File: src/rtl/scoreboard_hazard_pkg.sv
// Shared constants and the scoreboard-entry record used by the hazard unit and its entries.
package scoreboard_hazard_pkg;

  localparam int FWD_RF   = 0;
  localparam int LAT_ALU  = 1;
  localparam int LAT_LOAD = 2;

  // Fields are wide enough for any practical DEPTH; entries zero-extend their FW-bit state.
  localparam int SB_FIELD_W = 8;

  typedef struct packed {
    logic                  pending;
    logic [SB_FIELD_W-1:0] cnt;
    logic [SB_FIELD_W-1:0] age;
  } sb_entry_t;

endpackage

File: src/rtl/scoreboard_hazard_sb_entry.sv
// One architectural register's scoreboard entry: pending flag, cycles-until-ready and age since issue.
module sb_entry
  import scoreboard_hazard_pkg::*;
#(
  parameter int DEPTH = 2,
  localparam int FW = $clog2(DEPTH + 1)
) (
  input  logic          clk_i,
  input  logic          rst_i,
  input  logic          set_i,
  input  logic [FW-1:0] lat_i,
  output sb_entry_t     ent_o
);

  logic          pending_p0;
  logic [FW-1:0] cnt_p0;
  logic [FW-1:0] age_p0;

  // A new producer overrides any same-edge decrement or retire of the old one.
  always_ff @(posedge clk_i) begin
    if (rst_i) begin
      pending_p0 <= 1'b0;
      cnt_p0     <= '0;
      age_p0     <= '0;
    end else if (set_i) begin
      pending_p0 <= 1'b1;
      cnt_p0     <= lat_i;
      age_p0     <= '0;
    end else if (pending_p0) begin
      if (age_p0 == FW'(DEPTH - 1)) begin
        pending_p0 <= 1'b0;
        cnt_p0     <= '0;
        age_p0     <= '0;
      end else begin
        cnt_p0 <= (cnt_p0 == '0) ? '0 : cnt_p0 - 1'b1;
        age_p0 <= age_p0 + 1'b1;
      end
    end
  end

  always_comb begin
    ent_o         = '0;
    ent_o.pending = pending_p0;
    ent_o.cnt     = SB_FIELD_W'(cnt_p0);
    ent_o.age     = SB_FIELD_W'(age_p0);
  end

endmodule

File: src/rtl/scoreboard_hazard.sv
// Register scoreboard for an in-order pipeline: ID-stage stall detection and EX operand forwarding select.
module scoreboard_hazard
  import scoreboard_hazard_pkg::*;
#(
  parameter int NREG  = 32,
  parameter int DEPTH = 2,
  localparam int AW = $clog2(NREG),
  localparam int FW = $clog2(DEPTH + 1)
) (
  input  logic          clk_i,
  input  logic          rst_i,
  input  logic          id_valid_i,
  input  logic [AW-1:0] id_rs_i,
  input  logic [AW-1:0] id_rt_i,
  input  logic          id_rs_used_i,
  input  logic          id_rt_used_i,
  input  logic          id_wr_i,
  input  logic [AW-1:0] id_rd_i,
  input  logic [FW-1:0] id_lat_i,
  input  logic          flush_i,
  output logic          stall_o,
  output logic          ex_valid_o,
  output logic [FW-1:0] fwd_a_o,
  output logic [FW-1:0] fwd_b_o
);

  localparam int NSLOT = 2 ** AW;

  sb_entry_t     ent [NSLOT];
  sb_entry_t     rs_ent;
  sb_entry_t     rt_ent;
  logic          haz_rs;
  logic          haz_rt;
  logic          issue;
  logic [FW-1:0] lat_eff;
  logic [FW-1:0] fwd_a_nxt;
  logic [FW-1:0] fwd_b_nxt;
  logic          ex_valid_p1;
  logic [FW-1:0] fwd_a_p1;
  logic [FW-1:0] fwd_b_p1;

  function automatic logic src_hazard(input logic used, input logic [AW-1:0] s,
                                      input sb_entry_t e);
    return used && (s != '0) && e.pending && (e.cnt > SB_FIELD_W'(1));
  endfunction

  function automatic logic [FW-1:0] src_fwd(input logic used, input logic [AW-1:0] s,
                                            input sb_entry_t e);
    if (used && (s != '0) && e.pending)
      return FW'(e.age + 1'b1);
    return FW'(FWD_RF);
  endfunction

  assign lat_eff = ((id_lat_i == '0) || (int'(id_lat_i) > DEPTH)) ? FW'(DEPTH) : id_lat_i;

  // Register 0 and any unused address slots are permanently idle.
  for (genvar r = 0; r < NSLOT; r++) begin : g_ent
    if (r == 0 || r >= NREG) begin : g_idle
      assign ent[r] = '0;
    end else begin : g_live
      logic set;
      assign set = issue && id_wr_i && (id_rd_i == AW'(r));
      sb_entry #(.DEPTH(DEPTH)) u_entry (
        .clk_i (clk_i),
        .rst_i (rst_i),
        .set_i (set),
        .lat_i (lat_eff),
        .ent_o (ent[r])
      );
    end
  end

  // ID stage: lookups see the pre-issue scoreboard, so rd==rs/rt uses the older producer.
  assign rs_ent    = ent[id_rs_i];
  assign rt_ent    = ent[id_rt_i];
  assign haz_rs    = src_hazard(id_rs_used_i, id_rs_i, rs_ent);
  assign haz_rt    = src_hazard(id_rt_used_i, id_rt_i, rt_ent);
  assign stall_o   = id_valid_i && !flush_i && (haz_rs || haz_rt);
  assign issue     = id_valid_i && !flush_i && !stall_o;
  assign fwd_a_nxt = src_fwd(id_rs_used_i, id_rs_i, rs_ent);
  assign fwd_b_nxt = src_fwd(id_rt_used_i, id_rt_i, rt_ent);

  // ID -> EX boundary
  always_ff @(posedge clk_i) begin
    if (rst_i) begin
      ex_valid_p1 <= 1'b0;
      fwd_a_p1    <= '0;
      fwd_b_p1    <= '0;
    end else begin
      ex_valid_p1 <= issue;
      fwd_a_p1    <= issue ? fwd_a_nxt : FW'(FWD_RF);
      fwd_b_p1    <= issue ? fwd_b_nxt : FW'(FWD_RF);
    end
  end

  assign ex_valid_o = ex_valid_p1;
  assign fwd_a_o    = fwd_a_p1;
  assign fwd_b_o    = fwd_b_p1;

endmodule

File: config.mk
export PLATFORM = sky130hd
export DESIGN_NAME = scoreboard_hazard
export DESIGN_NICKNAME = d
export VERILOG_FILES = /design/src/rtl/scoreboard_hazard_pkg.sv /design/src/rtl/scoreboard_hazard_sb_entry.sv /design/src/rtl/scoreboard_hazard.sv
export SDC_FILE = /design/constraint.sdc
export NUM_CORES = 1
export LEC_CHECK = 0
export BUFFER_PORTS_ARGS = -buffer_cell sky130_fd_sc_hd__buf_4
export CELL_PAD_IN_SITES_DETAIL_PLACEMENT = 1
export CELL_PAD_IN_SITES_GLOBAL_PLACEMENT = 1
export CORE_MARGIN = 5
export CORE_UTILIZATION = 41
export DETAILED_ROUTE_END_ITERATION = 7
export GPL_ROUTABILITY_DRIVEN = 0
export GPL_TIMING_DRIVEN = 0
export PLACE_DENSITY = 0.65
export SYNTH_ARGS = -nofsm -noshare
export SYNTH_HDL_FRONTEND = slang
export SYNTH_SLANG_ARGS = --single-unit
File: constraint.sdc
create_clock -name clk_i -period 6.2 [get_ports clk_i]
set_input_delay 0.93 -clock clk_i [delete_from_list [all_inputs] [get_ports clk_i]]
set_output_delay 0.93 -clock clk_i [all_outputs]
set_load 0.01 [all_outputs]
==> results.cfg <==
[final_layout]
syn2layout_area_growth_pct = 12.5
final_cells = 1394
final_layout_size_suffix_gt1_frac = 0.160
final_nets = 1086
num_antenna_cells = 0
filler_cell_count = 2720

[logic_synthesis]
syn-num-nets = 1042
async_flop_share = 0
syn-instance-count = 1018
synth_area_um2 = 9740
ys.flop_type = dfxtp_1
synth.top_cells.by_area = dfxtp_1 (33%), mux2i_1 (13%), mux4_2 (8.6%)
synth_top_area_share = 0.329
synth-edff-count = 0
ys_top_cells_by_count = nand2_1 (175), dfxtp_1 (160), mux2i_1 (122)
yosys.cell_types.count = 67
seq_area_frac_synth = 0.329
syn_avg_cell_area_um2 = 9.56
yosysMostFrequentCell = nand2_1
ys_warn_count = 0
synth.largest_area_cell = dfxtp_1
synth-seq-cells = 160

[detailed_routing]
drc = 0
wl_mm = 37.0
first_pass_iters = 5
ant_nets = 0
dr_total_vias = 8447
drt_iter0_drc = 683
wl_per_cell_um = 26.5
routed_via_density = 6.06

[worst_hold_path]
hold_depth = 2
hold_class = flop to flop

[power]
power_density_nw_per_um2 = 220
p_leak_uw = 0.00339
ir_drop_mv = 0.124

[flow_run]
maxCapViolations = 0

[critical_path]
cpMostUsedCell = buf_4
worst-path-buf-inv = 4
cp_data_required_time_ns = 5.27
arrival_ns = 3.34
crit_family = compound AO/OA/AOI/OAI gates
slowest_delay_ns = 0.41
ff2ff_path_depth = 9
cp.depth = 10
crit_chain = buf_4 -> buf_2 -> nor2b_1 -> a211oi_1 -> a221oi_1 -> a311oi_2 -> or2_2 -> buf_4 -> a21oi_1 -> buf_4
criticalPathCategory = input port to output pin
start_kind = input port
end_kind = output pin
worstPathMaxFanout = 10
crit_slowest_cell = nor2b_1

[clock_network]
cts-buffers-inserted = 17
root_buffer = clkbuf_16
postCtsSetupBuffers = 0
cts_tree = built
cts.sinks = 160
path_clk_slew_ns = 0.07
clock_path_buffers = 2
worstSkewPairLatency_ns = 0.45
htreeDepth = 4
ctsResizeCount = 0
cts_hold_buf = 0

[placement]
numPortBuffers = 25
placedCellCount = 1362
place_hpwl_mm = 27.5

[timing]
clock.fmax_ghz = 0.234
min_period_ns = 4.27
hold_viol = 0
skew_ns = 0.0140
slew_headroom = 0.264
worst_pin_slew_ns = 1.10
fin_setup_tns_ns = 0
finalCritPeriodShare = 0.688
finalSetupViolCount = 0
rsz0062_at_grt = no
maxSlewViolCount = 0

[run_status]
status = complete, no violations

[floorplanning]
rows = 56
ios = 30
initial_core_util = 0.416
chipHeight_um = 164
die-width_um = 164
fp.coreArea_um2 = 23400
die-area_um2 = 26900

[global_route]
grt_first_pass_wirelength_mm = 55.3
grt_use_total = 0.282
grt_pass1_vias = 8388
grt-ovfl-total = 0
grt_max_degree = 17
antenna_found_initial = 0
==> cells by family (layout without fill, tap and decap cells) <==
| logic type | count (synthesis) | after routing | synth area share |
|---|---|---|---|
| AND/OR/NAND/NOR | 470 | 470 | 0.282 |
| multiplexers | 182 | 182 | 0.250 |
| AO/OA/AOI/OAI | 78 | 78 | 0.0600 |
| XOR/XNOR | 33 | 33 | 0.0297 |
| buffers and inverters | 95 | 152 | 0.0499 |
| flip-flops | 160 | 160 | 0.329 |
==> cells in the final DEF, fill, tap and decap left out, types with 8 or more instances in the layout <==
master	count
o22ai_1	22
nand3b_1	36
mux2_2	15
nor4_4	18
nand2_1	175
clkbuf_16	17
xnor2_1	32
mux2i_1	122
dfxtp_1	160
nor2_1	12
nor2b_1	14
clkbuf_1	63
mux4_2	37
nand3_1	41
buf_2	10
or3_1	8
nand2b_1	70
buf_4	32
nor3_1	64
o32ai_1	8
==> final timing paths <==
path                                            start                                 end  slack (ns)
setup reg to reg  g_ent[21].g_live.u_entry.pending_p0  g_ent[18].g_live.u_entry.cnt_p0[1]        2.82
hold / removal     g_ent[28].g_live.u_entry.age_p0[1]  g_ent[28].g_live.u_entry.age_p0[1]        0.47
hold reg to reg    g_ent[28].g_live.u_entry.age_p0[1]  g_ent[28].g_live.u_entry.age_p0[1]        0.47
setup / recovery                           id_rt_i[1]                             stall_o        1.93
==> final cells by class <==
type                    count  area, um2  area share
plain buffers              92        474      0.0433
clock buffers              18        439      0.0401
clock inverters            14        190      0.0174
inverters                   3       11.3     0.00103
multi-input cells         763       6050       0.552
flip-flops and latches    160       3200       0.292
well taps                 319        399      0.0364
repair buffers             25        188      0.0171
==> tightest hold or removal path: stages (launching register included) <==
cell and delay, ns:
dfxtp_1 0.33, nand2_1 0.06, nor3_1 0.04
==> sequential cells by signal, indices dropped and copies added, names as in the netlist <==
register,count
g_ent.g_live.u_entry.cnt_p0,62
g_ent.g_live.u_entry.pending_p0,31
fwd_b_o,2
ex_valid_o,1
g_ent.g_live.u_entry.age_p0,62
fwd_a_o,2
==> report_power, final <==
part           leakage [uW]  internal (uW)  total (uW)  switching, uW
combinational       0.00179           69.3         209            140
sequential          0.00129           1030        1030           3.38
clock              0.000307            660        1160            504
==> per-layer routing <==
| layer | GRT usage | part of all wire | vias to the layer above |
|---|---|---|---|
| li1 | - | - | 3756 |
| met5 | 0 | 0 | - |
| met4 | 0.0804 | 0.026 | 0 |
| met1 | 0.397 | 0.46 | 4300 |
| met2 | 0.438 | 0.45 | 318 |
| met3 | 0.0610 | 0.068 | 73 |
==> through the flow <==
stage | util | area (um2) | hold slack, ns | worst slack (ns) | power [uW]
3_5_place_dp | 0.441 | 10300 | 0.455 | 1.98 | 1260
4_1_cts | 0.468 | 11000 | 0.466 | 1.96 | 2420
3_3_place_gp | 0.441 | 10300 | 0.449 | 1.96 | 1260
6_report | 0.468 | 11000 | 0.470 | 1.93 | 2410
2_1_floorplan | - | 9740 | 0.427 | 2.59 | 1180
5_1_grt | 0.468 | 11000 | 0.495 | 1.72 | 2470
No activity file was read; power rests on OpenSTA's default activity.
